`src/rtl/fsmc_pkg.sv`:
```
`default_nettype none
// ============================================================================
// Module   : fsmc_pkg
// Brief    : Shared constants and state encoding for the FSMC wait-state slave.
// Revision : 1.0 - initial release
// ============================================================================
package fsmc_pkg;

    localparam int          c_sync_min         = 2;
    localparam logic [15:0] c_err_data_default = 16'hDEAD;

    localparam int c_st_idle_bit     = 0;
    localparam int c_st_write_bit    = 1;
    localparam int c_st_rd_wait_bit  = 2;
    localparam int c_st_rd_drive_bit = 3;

    typedef enum logic [3:0] {
        ST_IDLE     = 4'(1 << c_st_idle_bit),
        ST_WRITE    = 4'(1 << c_st_write_bit),
        ST_RD_WAIT  = 4'(1 << c_st_rd_wait_bit),
        ST_RD_DRIVE = 4'(1 << c_st_rd_drive_bit)
    } state_e;

endpackage
`default_nettype wire

```
`src/rtl/fsmc_wait_slave_if.sv`:
```
`default_nettype none
// ============================================================================
// Module   : fsmc_wait_slave_if
// Brief    : FSMC pad-side strobes plus backend read/write port bundle.
// Revision : 1.0 - initial release
// ============================================================================
interface fsmc_wait_slave_if #(
    parameter int ADRW = 8,
    parameter int DATW = 16
);
    logic                aNE;
    logic                aNOE;
    logic                aNWE;
    logic [DATW/8-1:0]   aNBL;
    logic [ADRW-1:0]     aAn;
    logic [DATW-1:0]     aDn;
    logic                io_output;
    logic [DATW-1:0]     io_data;
    logic                aNWAIT;
    logic                rd_req;
    logic [ADRW-1:0]     rd_adr;
    logic [DATW-1:0]     rd_data;
    logic                rd_valid;
    logic                wr_req;
    logic [ADRW-1:0]     wr_adr;
    logic [DATW-1:0]     wr_data;
    logic [DATW/8-1:0]   wr_be;
    logic [7:0]          err_count;

    modport slave (
        input  aNE, aNOE, aNWE, aNBL, aAn, aDn, rd_data, rd_valid,
        output io_output, io_data, aNWAIT, rd_req, rd_adr,
               wr_req, wr_adr, wr_data, wr_be, err_count
    );

    modport master (
        output aNE, aNOE, aNWE, aNBL, aAn, aDn, rd_data, rd_valid,
        input  io_output, io_data, aNWAIT, rd_req, rd_adr,
               wr_req, wr_adr, wr_data, wr_be, err_count
    );
endinterface
`default_nettype wire

```
`src/rtl/sync_chain.sv`:
```
`default_nettype none
// ============================================================================
// Module   : sync_chain
// Brief    : W-bit wide, STAGES-deep flop synchroniser with async reset.
// Revision : 1.0 - initial release
// ============================================================================
module sync_chain #(
    parameter int           W       = 1,
    parameter int           STAGES  = 2,
    parameter logic [W-1:0] RST_VAL = '0
) (
    input  logic         clk,
    input  logic         rst,
    input  logic [W-1:0] d,
    output logic [W-1:0] q
);
    logic [W-1:0] stage_d [STAGES];
    logic [W-1:0] stage_q [STAGES];

    for (genvar i = 0; i < STAGES; i++) begin : g_stage
        if (i == 0) begin : g_first
            assign stage_d[i] = d;
        end else begin : g_rest
            assign stage_d[i] = stage_q[i-1];
        end
    end

    always_ff @(posedge clk or posedge rst) begin
        if (rst) begin
            for (int i = 0; i < STAGES; i++) stage_q[i] <= RST_VAL;
        end else begin
            for (int i = 0; i < STAGES; i++) stage_q[i] <= stage_d[i];
        end
    end

    assign q = stage_q[STAGES-1];
endmodule
`default_nettype wire

```
`src/rtl/fsmc_wait_slave.sv`:
```
`default_nettype none
// ============================================================================
// Module   : fsmc_wait_slave
// Brief    : FSMC async SRAM-style slave with NWAIT stretching, byte lanes and read timeout.
// Revision : 1.0 - initial release
// ============================================================================
module fsmc_wait_slave
    import fsmc_pkg::*;
#(
    parameter int          ADRW     = 8,
    parameter int          DATW     = 16,
    parameter int          SYNC     = 2,
    parameter int          TIMEOUT  = 64,
    parameter logic [15:0] ERR_DATA = c_err_data_default
) (
    input  logic             clk,
    input  logic             rst,
    fsmc_wait_slave_if.slave bus
);
    localparam int              c_nbl      = DATW / 8;
    localparam logic [DATW-1:0] c_err_word = DATW'(ERR_DATA);

    if (SYNC < c_sync_min || (DATW % 8) != 0 || TIMEOUT < 1 || TIMEOUT > 255) begin : g_bad_params
        $error("fsmc_wait_slave: illegal parameter set");
    end

    logic [2:0] w_sync;
    logic       w_sne, w_snoe, w_snwe;

    // Chain resets to "all strobes asserted" so nothing starts until a genuine idle is seen.
    sync_chain #(.W(3), .STAGES(SYNC), .RST_VAL(3'b000)) u_sync (
        .clk (clk),
        .rst (rst),
        .d   ({bus.aNE, bus.aNOE, bus.aNWE}),
        .q   (w_sync)
    );
    assign {w_sne, w_snoe, w_snwe} = w_sync;

    state_e            state_q,     state_d;
    logic              armed_q,     armed_d;
    logic              rd_req_q,    rd_req_d;
    logic              wr_req_q,    wr_req_d;
    logic              nwait_q,     nwait_d;
    logic [DATW-1:0]   io_data_q,   io_data_d;
    logic [ADRW-1:0]   rd_adr_q,    rd_adr_d;
    logic [ADRW-1:0]   wr_adr_q,    wr_adr_d;
    logic [DATW-1:0]   wr_data_q,   wr_data_d;
    logic [c_nbl-1:0]  wr_be_q,     wr_be_d;
    logic [7:0]        err_count_q, err_count_d;
    logic [7:0]        tmo_cnt_q,   tmo_cnt_d;

    always_comb begin
        state_d     = state_q;
        armed_d     = armed_q | (w_sne & w_snoe & w_snwe);
        rd_req_d    = 1'b0;
        wr_req_d    = 1'b0;
        nwait_d     = nwait_q;
        io_data_d   = io_data_q;
        rd_adr_d    = rd_adr_q;
        wr_adr_d    = wr_adr_q;
        wr_data_d   = wr_data_q;
        wr_be_d     = wr_be_q;
        err_count_d = err_count_q;
        tmo_cnt_d   = tmo_cnt_q;

        case (state_q)
            ST_IDLE: begin
                nwait_d = 1'b1;
                if (armed_q && !w_sne && !w_snwe && w_snoe) begin
                    wr_adr_d  = bus.aAn;
                    wr_data_d = bus.aDn;
                    wr_be_d   = ~bus.aNBL;
                    wr_req_d  = 1'b1;
                    state_d   = ST_WRITE;
                end else if (armed_q && !w_sne && !w_snoe && w_snwe) begin
                    rd_adr_d  = bus.aAn;
                    rd_req_d  = 1'b1;
                    nwait_d   = 1'b0;
                    tmo_cnt_d = 8'(TIMEOUT);
                    state_d   = ST_RD_WAIT;
                end
            end
            ST_WRITE: begin
                if (w_sne || w_snwe) state_d = ST_IDLE;
            end
            ST_RD_WAIT: begin
                // A host abort takes precedence so the pads are never driven into a dead cycle.
                if (w_sne || w_snoe) begin
                    nwait_d = 1'b1;
                    state_d = ST_IDLE;
                end else if (bus.rd_valid) begin
                    io_data_d = bus.rd_data;
                    nwait_d   = 1'b1;
                    state_d   = ST_RD_DRIVE;
                end else if (tmo_cnt_q == 8'd0) begin
                    io_data_d   = c_err_word;
                    err_count_d = (err_count_q == 8'hFF) ? err_count_q : err_count_q + 8'd1;
                    nwait_d     = 1'b1;
                    state_d     = ST_RD_DRIVE;
                end else begin
                    tmo_cnt_d = tmo_cnt_q - 8'd1;
                end
            end
            ST_RD_DRIVE: begin
                nwait_d = 1'b1;
                if (w_sne || w_snoe) state_d = ST_IDLE;
            end
            default: begin
                nwait_d = 1'b1;
                state_d = ST_IDLE;
            end
        endcase
    end

    always_ff @(posedge clk or posedge rst) begin
        if (rst) begin
            state_q     <= ST_IDLE;
            armed_q     <= 1'b0;
            rd_req_q    <= 1'b0;
            wr_req_q    <= 1'b0;
            nwait_q     <= 1'b1;
            io_data_q   <= '0;
            rd_adr_q    <= '0;
            wr_adr_q    <= '0;
            wr_data_q   <= '0;
            wr_be_q     <= '0;
            err_count_q <= '0;
            tmo_cnt_q   <= '0;
        end else begin
            state_q     <= state_d;
            armed_q     <= armed_d;
            rd_req_q    <= rd_req_d;
            wr_req_q    <= wr_req_d;
            nwait_q     <= nwait_d;
            io_data_q   <= io_data_d;
            rd_adr_q    <= rd_adr_d;
            wr_adr_q    <= wr_adr_d;
            wr_data_q   <= wr_data_d;
            wr_be_q     <= wr_be_d;
            err_count_q <= err_count_d;
            tmo_cnt_q   <= tmo_cnt_d;
        end
    end

    assign bus.io_output = state_q[c_st_rd_drive_bit];
    assign bus.io_data   = io_data_q;
    assign bus.aNWAIT    = nwait_q;
    assign bus.rd_req    = rd_req_q;
    assign bus.rd_adr    = rd_adr_q;
    assign bus.wr_req    = wr_req_q;
    assign bus.wr_adr    = wr_adr_q;
    assign bus.wr_data   = wr_data_q;
    assign bus.wr_be     = wr_be_q;
    assign bus.err_count = err_count_q;
endmodule
`default_nettype wire
```
`src/flat_wrapper.sv`:
```
// flat-port wrapper written by rule: the top's interface ports become plain ports
module fsmc_wait_slave_flat import fsmc_pkg::*;
#(
    parameter int          ADRW     = 8,
    parameter int          DATW     = 16,
    parameter int          SYNC     = 2,
    parameter int          TIMEOUT  = 64,
    parameter logic [15:0] ERR_DATA = c_err_data_default
)
  (clk, rst, bus_aNE, bus_aNOE, bus_aNWE, bus_aNBL, bus_aAn, bus_aDn, bus_rd_data, bus_rd_valid, bus_io_output, bus_io_data, bus_aNWAIT, bus_rd_req, bus_rd_adr, bus_wr_req, bus_wr_adr, bus_wr_data, bus_wr_be, bus_err_count);
  fsmc_wait_slave_if #(.ADRW(ADRW), .DATW(DATW)) bus_i ();
  input  logic clk;
  input  logic rst;
  input wire logic [$bits(bus_i.aNE)-1:0] bus_aNE;
  input wire logic [$bits(bus_i.aNOE)-1:0] bus_aNOE;
  input wire logic [$bits(bus_i.aNWE)-1:0] bus_aNWE;
  input wire logic [$bits(bus_i.aNBL)-1:0] bus_aNBL;
  input wire logic [$bits(bus_i.aAn)-1:0] bus_aAn;
  input wire logic [$bits(bus_i.aDn)-1:0] bus_aDn;
  input wire logic [$bits(bus_i.rd_data)-1:0] bus_rd_data;
  input wire logic [$bits(bus_i.rd_valid)-1:0] bus_rd_valid;
  output wire logic [$bits(bus_i.io_output)-1:0] bus_io_output;
  output wire logic [$bits(bus_i.io_data)-1:0] bus_io_data;
  output wire logic [$bits(bus_i.aNWAIT)-1:0] bus_aNWAIT;
  output wire logic [$bits(bus_i.rd_req)-1:0] bus_rd_req;
  output wire logic [$bits(bus_i.rd_adr)-1:0] bus_rd_adr;
  output wire logic [$bits(bus_i.wr_req)-1:0] bus_wr_req;
  output wire logic [$bits(bus_i.wr_adr)-1:0] bus_wr_adr;
  output wire logic [$bits(bus_i.wr_data)-1:0] bus_wr_data;
  output wire logic [$bits(bus_i.wr_be)-1:0] bus_wr_be;
  output wire logic [$bits(bus_i.err_count)-1:0] bus_err_count;
  assign bus_i.aNE = bus_aNE;
  assign bus_i.aNOE = bus_aNOE;
  assign bus_i.aNWE = bus_aNWE;
  assign bus_i.aNBL = bus_aNBL;
  assign bus_i.aAn = bus_aAn;
  assign bus_i.aDn = bus_aDn;
  assign bus_i.rd_data = bus_rd_data;
  assign bus_i.rd_valid = bus_rd_valid;
  assign bus_io_output = bus_i.io_output;
  assign bus_io_data = bus_i.io_data;
  assign bus_aNWAIT = bus_i.aNWAIT;
  assign bus_rd_req = bus_i.rd_req;
  assign bus_rd_adr = bus_i.rd_adr;
  assign bus_wr_req = bus_i.wr_req;
  assign bus_wr_adr = bus_i.wr_adr;
  assign bus_wr_data = bus_i.wr_data;
  assign bus_wr_be = bus_i.wr_be;
  assign bus_err_count = bus_i.err_count;
  fsmc_wait_slave #(.ADRW(ADRW), .DATW(DATW), .SYNC(SYNC), .TIMEOUT(TIMEOUT), .ERR_DATA(ERR_DATA)) u_core (.clk(clk), .rst(rst), .bus(bus_i));
endmodule
```
`config.mk`:
```
export PLATFORM = sky130hd
export DESIGN_NAME = fsmc_wait_slave_flat
export DESIGN_NICKNAME = d
export VERILOG_FILES = /design/src/rtl/fsmc_pkg.sv /design/src/rtl/fsmc_wait_slave_if.sv /design/src/rtl/sync_chain.sv /design/src/rtl/fsmc_wait_slave.sv /design/src/flat_wrapper.sv
export SDC_FILE = /design/constraint.sdc
export NUM_CORES = 1
export LEC_CHECK = 0
export CAP_MARGIN = 20
export CORE_MARGIN = 4
export CORE_UTILIZATION = 46
export CTS_CLUSTER_SIZE = 30
export DETAILED_ROUTE_END_ITERATION = 8
export MAX_ROUTING_LAYER = met4
export PLACE_DENSITY = 0.8
export SLEW_MARGIN = 25
export SYNTH_ARGS = -nofsm -noshare
export SYNTH_HDL_FRONTEND = slang
export SYNTH_SLANG_ARGS = --single-unit
```
`constraint.sdc`:
```
create_clock -name clk -period 2.9 [get_ports clk]
set_input_delay 0.58 -clock clk [delete_from_list [all_inputs] [get_ports clk]]
set_output_delay 0.58 -clock clk [all_outputs]
set_load 0.01 [all_outputs]
```
# Word level (Yosys, flattened, before mapping)
# Cells that the tools add are included.
[word_totals] in_bits=48 regBits=80 out_inout_bits=62 elab_cells=86
[classes] bitwise_logic=9 mux=27 add_sub_neg=2 n_reduce_logical=20 n_eq_ne=14
[op_table] operator="2-to-1 mux 8 bit" count=5
[op_table] operator="2-to-1 mux 16 bit" count=2
[op_table] operator="2-to-1 mux 4 bit" count=7
[op_table] operator="one-hot mux 4 bit (4 select lines)" count=1
[op_table] operator="one-hot mux 8 bit (2 select lines)" count=1
[op_table] operator="2-to-1 mux 1 bit" count=10
[op_table] operator="adder 8 x 1 -> 8 bit, second input constant" count=1
[op_table] operator="== test 8 bit, second input constant" count=1
[op_table] operator="zero test 8 bit" count=1
[op_table] operator="inequality test 2 bit, second input constant" count=4
[op_table] operator="subtractor 8 x 1 -> 8 bit, second input constant" count=1
[op_table] operator="inequality test 2 x 1 -> 1 bit, second input constant" count=3
[op_table] operator="AND reduction 3 bit" count=2
[op_table] operator="AND reduction 6 bit" count=1
[op_table] operator="logical AND 1 bit" count=5
[op_table] operator="NOT 1 bit" count=5
[op_table] operator="AND reduction 5 bit" count=1
[op_table] operator="== test 4 x 1 -> 1 bit, second input constant" count=1
[op_table] operator="== test 4 x 2 -> 1 bit, second input constant" count=1
[op_table] operator="== test 4 x 3 -> 1 bit, second input constant" count=1
[op_table] operator="== test 4 bit, second input constant" count=1
[op_table] operator="inequality test 4 x 2 -> 1 bit, second input constant" count=1
[op_table] operator="AND reduction 2 bit" count=2
[op_table] operator="AND reduction 4 bit" count=1
[op_table] operator="8 further kinds" count=13

# Depth between registers and ports, before layout
# Gate-level depths: netlist of the first run.
[logic_depth] depth_word=7 mapped_depth=7 ltp_nobuf=6

# Cells and area by module
# Synthesis of the first run repeated with hierarchy kept, for this count alone.
[hier_totals] hier_cells=241 hier_area_um2=3253.1
[by_module_without_submodules] module="fsmc_wait_slave" cells_each=234 n_inst=1 area_per_inst_um2=3099.2 seq_area_each_um2=1854.3
[by_module_without_submodules] module="sync_chain" cells_each=7 n_inst=1 area_per_inst_um2=153.9 seq_area_each_um2=150.1

# Worst setup path before layout of the first run
# Ideal clock, no wire load.
[synth_timing] path_type="register to register" from="register u_core.tmo_cnt_q[0]" to="register u_core.err_count_q[1] (netlist: u_core.bus.err_count[1])" period_less_slack_ps=1875 setup_ps=125 arrival_ps=1750 stages_incl_launch_ff=7 path_buffers=0 required_ps=2775 setup_slack_ps=1025 cell_sequence="dfrtp_1 inv_1 ha_1 nor3b_2 nand4_4 nor2_1 mux2_2"
[synth_via] elab_chain_cells=2
[synth_rtl] element="start, declared" line="fsmc_wait_slave.sv:50" source="logic [7:0] tmo_cnt_q, tmo_cnt_d;"
[synth_rtl] element="start signal, assigned" line="fsmc_wait_slave.sv:141" source="tmo_cnt_q <= tmo_cnt_d;"
[synth_rtl] element="zero test 8 bit" line="fsmc_wait_slave.sv:95" source="end else if (tmo_cnt_q == 8'd0) begin"
[synth_rtl] element="AND reduction 5 bit (no source line)"
[synth_rtl] element="end signal, assigned" line="fsmc_wait_slave.sv:140" source="err_count_q <= err_count_d;"
[synth_rtl] element="end, declared" line="fsmc_wait_slave.sv:49" source="logic [7:0] err_count_q, err_count_d;"
# Every way passes these cells.
# A chain may end at the register's enable or synchronous reset.

# Final worst setup path of the first run
[layout_timing] from="register u_core.state_q[1]" to="register u_core.io_data_q[8] (netlist: u_core.bus.io_data[8])"
[layout_via] elab_chain_cells=2
[layout_rtl] element="start, declared" line="fsmc_wait_slave.sv:39" source="state_e state_q, state_d;"
[layout_rtl] element="start signal, assigned" line="fsmc_wait_slave.sv:130" source="state_q <= state_d;"
[layout_rtl] element="== test 4 x 3 -> 1 bit" line="fsmc_wait_slave.sv:66" source="case (state_q)"
[layout_rtl] element="AND reduction 3 bit (no source line)"
[layout_rtl] element="end signal, assigned" line="fsmc_wait_slave.sv:135" source="io_data_q <= io_data_d;"
[layout_rtl] element="end, declared" line="fsmc_wait_slave.sv:44" source="logic [DATW-1:0] io_data_q, io_data_d;"
# Every way passes these cells.

==> flow_metrics.py, run 1 <==
metrics = {
    "status": {
        "outcome": "complete, no violations",
    },
    "route": {
        "drt_wl_total_um": 7569,
        "vias_per_cell": 5.288,
        "drtIter0Drc": 175,
        "drc": 0,
        "num_vias": 2538,
        "drt_pass1_iterations": 4,
        "ant_nets": 0,
        "wl_per_cell_um": 15.77,
    },
    "logic_synthesis": {
        "async_flop_share_pct": 100.0,
        "synth_top_area_cell": "dfrtp_1",
        "synth_cells": 264,
        "yosysWarningCount": 0,
        "synth_top_area_share_pct": 57.14,
        "syn_nets": 315,
        "synth_ff_type": "dfrtp_1",
        "synth_seq_cells": 80,
        "synth_edf_count": 0,
        "yosys.cell_count.top_type": "dfrtp_1",
        "synthTopCellsByArea": "dfrtp_1 57%, mux2_2 11%, a31oi_1 2.6%",
        "ys_types": 51,
        "syn_area_mm2": 0.003416,
        "synth_area_per_cell_um2": 12.94,
        "ys_seq_area_share_pct": 58.68,
        "synth_common_cells": "78 x dfrtp_1, 34 x mux2_2, 16 x a21oi_1, 16 x inv_1, 14 x a31oi_1",
    },
    "worst_setup_path": {
        "startpoint_type": "flip-flop",
        "crit_path_end_kind": "flip-flop",
        "arrival_ps": 2530,
        "cp.required_ps": 3120,
        "cp_max_fo": 18,
        "path_class": "reg -> reg",
    },
    "run": {
        "max-cap-violations": 0,
    },
    "final_layout": {
        "fin_nets": 427,
        "n_antenna_cell": 0,
        "final_util_pct": 66.28,
        "area_growth_pct": 40.73,
        "layout-drive-gt1-share_pct": 18.64,
    },
    "pwr": {
        "clockPowerShare_pct": 27.1,
        "p_int_mw": 2.370,
        "ir_drop_uv": 260.1,
        "power.switching_mw": 0.8888,
        "power_density_mw_per_mm2": 678.0,
        "p_sw_share_pct": 27.27,
        "seqPwrFrac_pct": 44.3,
        "p_leak_nw": 2.077,
        "pwr-share-comb_pct": 28.7,
    },
    "place": {
        "gp_congestion": 0.8756,
        "numPortBuffers": 109,
        "dp_hpwl_um": 5434,
        "pre_cts_ws_ps": 495.5,
    },
    "die": {
        "die-area_mm2": 0.008868,
        "die_x_um": 94.17,
        "core_mm2": 0.007253,
        "io_pins": 110,
        "die_y_um": 94.17,
        "start_util_pct": 47.09,
        "rows": 31,
    },
    "sta": {
        "finalSetupViolations": 0,
        "rsz0062_at_grt": "false",
        "fin_tns_setup_ps": 0,
        "worst_pin_slew_ps": 719.2,
        "max_freq_mhz": 433.5,
        "fin_crit_sh_pct": 79.54,
        "hold_viol_final": 0,
        "final_max_slew_viol_count": 0,
        "skew_ps": 8.896,
        "min_period_ps": 2307,
        "relSlewSlack_pct": 52.05,
        "fin_ws_ps": 593.3,
    },
    "clock_tree": {
        "cts_hold_buf": 0,
        "ctsResizeCount": 0,
        "numCtsBuffers": 9,
        "cts_buffer_depth": 2,
        "clk_pin_slew_ps": 80,
        "clock_latency_ps": 340,
        "clockRootBuffer": "clkbuf_8",
        "post_cts_buffers": 0,
        "cts_tree": "yes",
        "cts.sink_count": 80,
        "htree_levels": 3,
    },
    "grt": {
        "grt-busiest-layer": "met2",
        "overflow": 0,
        "met1_usage_pct": 24.08,
        "grt_pass1_vias": 2511,
        "grt_pass1_wl_um": 12500,
        "global_route.usage.met2_pct": 29.02,
        "met3_usage_pct": 2.244,
        "grt_antenna_before_repair": 0,
        "grt.total_usage_pct": 18.48,
        "grt_max_degree": 62,
    },
    "hold_path": {
        "hp-class": "reg -> reg",
    },
}
worst max-delay path, cell delays in order, from the launching register on:
cell     delay [ps]
dfrtp_1         470
nor4_4          470
and2_1          670
nand2_1         290
a32o_1          290
metrics by stage:
stage	cells	hold WS, ps	power [mW]	area, um2
after CTS	480	356.2	3.291	4807
final	480	357.8	3.259	4807
after detailed placement	464	337.8	2.412	4594
after global routing	480	372.3	3.422	4807
after floorplan	264	331.2	1.881	3416
after global placement	464	333.6	2.385	4594
worst paths after layout:
kind | to | depth (start not counted) | startpoint | slack, ps
worst max-delay path | u_core.bus.io_data[8] | 4 | u_core.state_q[1] | 590
worst min-delay path | u_core.u_sync.q[1] | 0 | u_core.u_sync.stage_d[1] | 360
worst max register to register | u_core.bus.io_data[8] | 4 | u_core.state_q[1] | 590
worst min register to register | u_core.u_sync.q[1] | 0 | u_core.u_sync.stage_d[1] | 360
max in group asynchronous | u_core.state_q[0] | 3 | rst | 1710
min in group asynchronous | u_core.bus.wr_data[5] | 2 | rst | 520
cell usage in the layout, fill, tap and decap left out, types with 3 or more instances in the layout:
cell type          n
a21oi_1           16
a31oi_1           14
a32o_1             5
buf_4              4
clkbuf_8           9
clkdlybuf4s50_1  109
dfrtp_1           78
ha_1               3
inv_1             15
mux2_2            34
nand2_1            9
nand2b_1           4
nand4_1            3
nor2_1             6
nor3_1             5
o21ai_0            7
o41ai_1            3
xor2_1             5
power by group through the flow:
stage	clock (mW)	sequential (mW)	combinational, mW
floorplan	0	1.55	0.334
global placement	0	1.46	0.927
detailed placement	0	1.47	0.946
CTS	0.900	1.44	0.947
global route	0.946	1.48	1.00
finish	0.882	1.44	0.934
routing by layer:
layer  wire length, um  up-vias  part of all wire, %
met4               127        0                  1.7
met1              3227     1265                   43
met2              3929       74                   52
met3               285        9                  3.8
li1                  -     1190                    -
met5                 0        -                    0
logic make-up (layout without fill, tap and decap cells):
logic type | count (synthesis) | in the layout | synth area share, %
flops | 80 | 80 | 58.68
compound gates | 58 | 58 | 11.50
simple gates | 54 | 54 | 11.65
mux | 34 | 34 | 11.21
buf+inv | 29 | 146 | 4.322
xor+xnor | 6 | 6 | 1.538
fa+ha+maj | 3 | 3 | 1.099
sequential cells by signal, summed over array words and instances (netlist names), 3 cells and up:
name	cells
u_core.bus.rd_adr	8
u_core.bus.io_data	16
u_core.bus.err_count	8
u_core.bus.wr_data	16
u_core.state_q	4
u_core.u_sync.stage_d	3
u_core.bus.wr_adr	8
u_core.u_sync.q	3
u_core.tmo_cnt_q	8
layout make-up:
type	count	area, um2
Fill cell	564	2446
Tap cell	99	123.9
Clock inverter	5	81.33
Inverter	16	61.31
Timing Repair Buffer	114	1141
Clock buffer	11	131.4
Multi-Input combinational cell	155	1264
Sequential cell	80	2004
(Power assumes the default switching activity.)
==> run 2, diff against run 1 <==
==> constraint.sdc (replaced) <==
create_clock -name clk -period 2.16 [get_ports clk]
set_input_delay 0.432 -clock clk [delete_from_list [all_inputs] [get_ports clk]]
set_output_delay 0.432 -clock clk [all_outputs]
set_load 0.01 [all_outputs]
==> run 2 against run 1 <==
Core utilization is 1.3 points higher. Die area stayed put. Cell count is 1.9% higher. Sequential share of layout area is 0.83 points lower. Worst hold slack worse by 5.3 ps. Clock power is 44% higher. Global-route usage is 0.11 points higher. Count of clock-buffer cells in the layout is 1 higher. Sequential power is 35% higher. Via count is 0.20% higher.
==> flow_metrics.py, run 2 (synthesis results as in run 1) <==
metrics = {
    "pwr": {
        "seqPwrFrac_pct": 43.2,
        "pwr-share-comb_pct": 28.5,
        "p_leak_nw": 2.132,
        "clockPowerShare_pct": 28.2,
        "power.switching_mw": 1.210,
        "p_sw_share_pct": 26.84,
        "power_density_mw_per_mm2": 919.2,
        "p_int_mw": 3.298,
        "ir_drop_uv": 519.4,
    },
    "place": {
        "numPortBuffers": 109,
        "dp_cells": 473,
        "gp_congestion": 0.8727,
        "place_area_mm2": 0.004664,
        "dp_hpwl_um": 5533,
        "pre_cts_ws_ps": 36.56,
    },
    "final_layout": {
        "layout_common_cells": "109 x clkdlybuf4s50_1, 78 x dfrtp_1, 34 x mux2_2",
        "postLayoutCellArea_mm2": 0.004905,
        "register_area_mm2": 0.002004,
        "multi_input_area_mm2": 0.001264,
        "instances_no_fill": 489,
        "area_growth_pct": 43.59,
        "layout_commonest_cell": "clkdlybuf4s50_1",
        "n_antenna_cell": 0,
        "layout-drive-gt1-share_pct": 21.03,
        "fillers": 568,
        "fin_nets": 436,
    },
    "sta": {
        "fin_ws_ps": 228.0,
        "fin_crit_sh_pct": 89.45,
        "relSlewSlack_pct": 64.80,
        "worst_pin_slew_ps": 524.1,
        "fin_tns_setup_ps": 0,
        "max_freq_mhz": 517.6,
        "final_max_slew_viol_count": 0,
        "min_period_ps": 1932,
        "finalSetupViolations": 0,
        "rsz0062_at_grt": "false",
        "skew_ps": 12.94,
        "hold_viol_final": 0,
    },
    "route": {
        "drt_pass1_iterations": 4,
        "drc": 0,
        "vias_per_cell": 5.200,
        "num_vias": 2543,
        "drt_wl_total_um": 7681,
        "ant_nets": 0,
        "drtIter0Drc": 130,
        "wl_per_cell_um": 15.71,
    },
    "clock_tree": {
        "clock_latency_ps": 340,
        "clockRootBuffer": "clkbuf_8",
        "cts_hold_buf": 0,
        "ctsResizeCount": 0,
        "cts_tree": "yes",
        "htree_levels": 3,
        "numCtsBuffers": 9,
        "cts.sink_count": 80,
        "cts_buffer_depth": 2,
        "clk_pin_slew_ps": 80,
        "post_cts_buffers": 0,
    },
    "grt": {
        "grt_antenna_before_repair": 0,
        "overflow": 0,
        "grt_pass1_wl_um": 12670,
        "grt.total_usage_pct": 18.59,
        "grt_pass1_vias": 2566,
        "grt_max_degree": 81,
    },
    "worst_setup_path": {
        "slowest_delay_ps": 620,
        "slowest_stage": "clkdlybuf4s50_1",
        "startpoint_type": "flip-flop",
        "arrival_ps": 1500,
        "crit_family": "buffers and inverters",
        "crit_chain": "clkdlybuf4s50_1",
        "crit_path_end_kind": "primary output",
        "cp_max_fo": 8,
        "cp.required_ps": 1730,
        "path_class": "reg -> out",
        "path_buf_inv": 1,
    },
    "die": {
        "io_pins": 110,
        "die-area_mm2": 0.008868,
        "core_mm2": 0.007253,
        "die_y_um": 94.17,
        "start_util_pct": 47.09,
        "rows": 31,
        "die_x_um": 94.17,
    },
    "status": {
        "outcome": "complete, no violations",
    },
    "hold_path": {
        "hp-class": "reg -> reg",
    },
    "run": {
        "max-cap-violations": 0,
    },
}
==> run 2: changes by cell type in the layout (fill, tap and decap cells not counted), sizes merged <==
| cell | before | now |
|---|---|---|
| clkinvlp | 1 | 3 |
| buf | 5 | 14 |
| clkbuf | 11 | 12 |
| clkinv | 3 | 0 |
==> run 2: final cells by class <==
type	instances	area share [%]
Clock buffer	12	3.367
Clock inverter	4	1.531
Inverter	16	1.301
Sequential cell	80	40.87
Multi-Input combinational cell	155	25.77
Timing Repair Buffer	123	24.64
Tap cell	99	2.526
==> run 2: stage by stage <==
stage	utilization (%)	hold WS (ps)	total power, mW
3_5_place_dp	64.31	334.7	3.279
3_3_place_gp	64.31	333.6	3.230
5_1_grt	67.62	372.4	4.722
6_report	67.62	352.5	4.508
2_1_floorplan	-	331.2	2.526
4_1_cts	67.62	353.3	4.553
==> run 2: path summary, 6_finish.rpt <==
check	from	end	slack, ps	cells after the start
worst min-delay path	u_core.u_sync.stage_d[2]	u_core.u_sync.q[2]	350	0
worst max register to register	u_core.tmo_cnt_q[4]	u_core.bus.io_data[13]	250	4
worst max-delay path	u_core.state_q[3]	bus_io_output	230	1
max in group asynchronous	rst	u_core.bus.aNWAIT	1260	3
worst min register to register	u_core.u_sync.stage_d[2]	u_core.u_sync.q[2]	350	0
min in group asynchronous	rst	u_core.u_sync.stage_d[0]	550	3
==> run 2: metal layers <==
layer | GRT usage [%] | vias up | part of all wire (%)
met1 | 23.58 | 1277 | 43
met4 | 5.776 | 0 | 1.3
met5 | - | - | 0
li1 | - | 1202 | -
met2 | 30.73 | 55 | 52
met3 | 3.045 | 9 | 3.6
==> run 2: power groups by stage <==
stage               logic [mW]  registers [mW]  clock network, mW
CTS                       1.31            1.95               1.30
global route              1.38            1.98               1.36
global placement          1.27            1.96                  0
detailed placement        1.30            1.98                  0
floorplan                0.449            2.08                  0
finish                    1.29            1.95               1.27
==> run 3, diff against run 2 <==
--- a/config.mk
+++ b/config.mk
@@ -6,12 +6,13 @@
 export NUM_CORES = 1
 export LEC_CHECK = 0
 export CAP_MARGIN = 20
-export CORE_MARGIN = 4
+export CORE_MARGIN = 2
 export CORE_UTILIZATION = 46
 export CTS_CLUSTER_SIZE = 30
 export DETAILED_ROUTE_END_ITERATION = 8
 export MAX_ROUTING_LAYER = met4
 export PLACE_DENSITY = 0.8
+export SKIP_LAST_GASP = 1
 export SLEW_MARGIN = 25
 export SYNTH_ARGS = -nofsm -noshare
 export SYNTH_HDL_FRONTEND = slang
==> constraint.sdc (replaced) <==
create_clock -name clk -period 2.1 [get_ports clk]
set_input_delay 0.42 -clock clk [delete_from_list [all_inputs] [get_ports clk]]
set_output_delay 0.42 -clock clk [all_outputs]
set_load 0.01 [all_outputs]
==> run 3 against run 2 <==
First-iteration DRC count increased by 9.2%. Sequential share of layout area about the same. Routed wire length decreased by 3.9%. Clock power about the same. Cell count increased by 0.41%. Core utilization increased by 0.35 points. Via count decreased by 0.28%. Count of clock-buffer cells in the layout decreased by 1. Highest routed layer unchanged.
==> flow_metrics.py, run 3 (synthesis results as in run 1) <==
metrics = {
    "sta": {
        "worst_pin_slew_ps": 457.9,
        "relSlewSlack_pct": 69.44,
        "fin_tns_setup_ps": 0,
        "skew_ps": 8.955,
        "hold_viol_final": 0,
        "rsz0062_at_grt": "false",
        "min_period_ps": 1917,
        "final_max_slew_viol_count": 0,
        "finalSetupViolations": 0,
        "fin_ws_ps": 183.1,
        "fin_hold_ws_ps": 350.3,
        "max_freq_mhz": 521.7,
        "fin_crit_sh_pct": 91.28,
    },
    "final_layout": {
        "n_antenna_cell": 0,
        "layout-drive-gt1-share_pct": 21.68,
        "postLayoutCellArea_mm2": 0.004903,
        "layout_commonest_cell": "clkdlybuf4s50_1",
        "instances_no_fill": 491,
        "multi_input_area_mm2": 0.001267,
        "register_area_mm2": 0.002004,
        "final_util_pct": 67.97,
        "fin_nets": 438,
        "layout_common_cells": "109 x clkdlybuf4s50_1, 78 x dfrtp_1, 34 x mux2_2",
        "area_growth_pct": 43.55,
        "fillers": 568,
    },
    "route": {
        "drt_wl_total_um": 7380,
        "drt_pass1_iterations": 4,
        "ant_nets": 0,
        "vias_per_cell": 5.165,
        "wl_per_cell_um": 15.03,
        "drc": 0,
        "num_vias": 2536,
        "drtIter0Drc": 142,
    },
    "clock_tree": {
        "post_cts_buffers": 0,
        "cts.sink_count": 80,
        "numCtsBuffers": 9,
        "clockRootBuffer": "clkbuf_8",
        "clock_latency_ps": 340,
        "cts_tree": "yes",
        "clk_pin_slew_ps": 80,
        "htree_levels": 3,
        "cts_hold_buf": 0,
        "ctsResizeCount": 0,
        "cts_buffer_depth": 2,
    },
    "worst_setup_path": {
        "crit_family": "buffers and inverters",
        "path_buf_inv": 1,
        "rr_startpoint": "u_core.tmo_cnt_q[0]",
        "slowest_delay_ps": 620,
        "crit_path_end_kind": "primary output",
        "crit_chain": "clkdlybuf4s50_1",
        "cp.required_ps": 1680,
        "arrival_ps": 1500,
        "cp_max_fo": 8,
        "reg2reg_to": "u_core.bus.err_count[1]",
        "slowest_stage": "clkdlybuf4s50_1",
        "startpoint_type": "flip-flop",
        "cp.depth": 1,
        "regToRegSetupSlack_ps": 230,
        "crit_path_end": "bus_io_output",
        "path_class": "reg -> out",
        "rr_worst_depth": 7,
        "setup.worst_path.start": "u_core.state_q[3]",
    },
    "pwr": {
        "p_leak_nw": 2.139,
        "power_mw": 4.570,
        "ir_drop_uv": 578.6,
        "power_density_mw_per_mm2": 932.0,
    },
    "place": {
        "numPortBuffers": 109,
        "pre_cts_ws_ps": 0.9228,
        "dp_cells": 475,
        "dp_hpwl_um": 5280,
        "gp_congestion": 0.8737,
        "place_area_mm2": 0.004679,
    },
    "die": {
        "io_pins": 110,
        "die_y_um": 90.17,
        "die_x_um": 90.17,
        "die-area_mm2": 0.008131,
        "core_mm2": 0.007214,
        "rows": 31,
        "start_util_pct": 47.35,
    },
    "status": {
        "outcome": "complete, no violations",
    },
    "hold_path": {
        "hold_path_depth": 0,
        "hp-class": "reg -> reg",
        "min_from": "u_core.u_sync.stage_d[2]",
    },
    "grt": {
        "met3_usage_pct": 3.856,
        "grt_pass1_vias": 2599,
        "grt-busiest-layer": "met2",
        "grt_max_degree": 50,
        "grt_pass1_wl_um": 12160,
        "met1_usage_pct": 24.40,
        "global_route.usage.met2_pct": 30.14,
        "overflow": 0,
        "grt.total_usage_pct": 19.14,
        "grt_antenna_before_repair": 0,
    },
    "run": {
        "max-cap-violations": 0,
    },
}
run 3: changes by cell type in the layout (fill, tap and decap cells not counted), moves of 2 or more:
| cell | previous run | this run |
|---|---|---|
| buf_4 | 13 | 15 |
| clkbuf_8 | 12 | 10 |
| clkinv_2 | 0 | 2 |
| clkinvlp_4 | 3 | 1 |
run 3: worst min-delay path by stage:
stage	to	slack, ps
floorplan	u_core.u_sync.q[0]	330
finish	u_core.u_sync.q[2]	350
global route	u_core.u_sync.q[0]	360
detailed placement	u_core.u_sync.q[2]	330
global placement	u_core.u_sync.q[0]	330
CTS	u_core.u_sync.q[2]	350
run 3: metal layers:
metal | routed length, um | part of all wire (%)
met2 | 3659 | 50
met3 | 337 | 4.6
met4 | 114 | 1.5
met5 | 0 | 0
met1 | 3269 | 44
run 3: power by group:
| group | switching [mW] | internal [mW] | leakage, nW |
|---|---|---|---|
| Sequential | 0.172 | 1.83 | 1.01 |
| Combinational | 0.517 | 0.806 | 1.02 |
| Clock | 0.542 | 0.703 | 0.114 |
run 3: final cells by class:
type | instances | share of cell area (%)
Clock inverter | 5 | 1.608
Tap cell | 99 | 2.526
Inverter | 16 | 1.301
Clock buffer | 11 | 2.883
Multi-Input combinational cell | 155 | 25.85
Timing Repair Buffer | 125 | 24.96
Sequential cell | 80 | 40.88
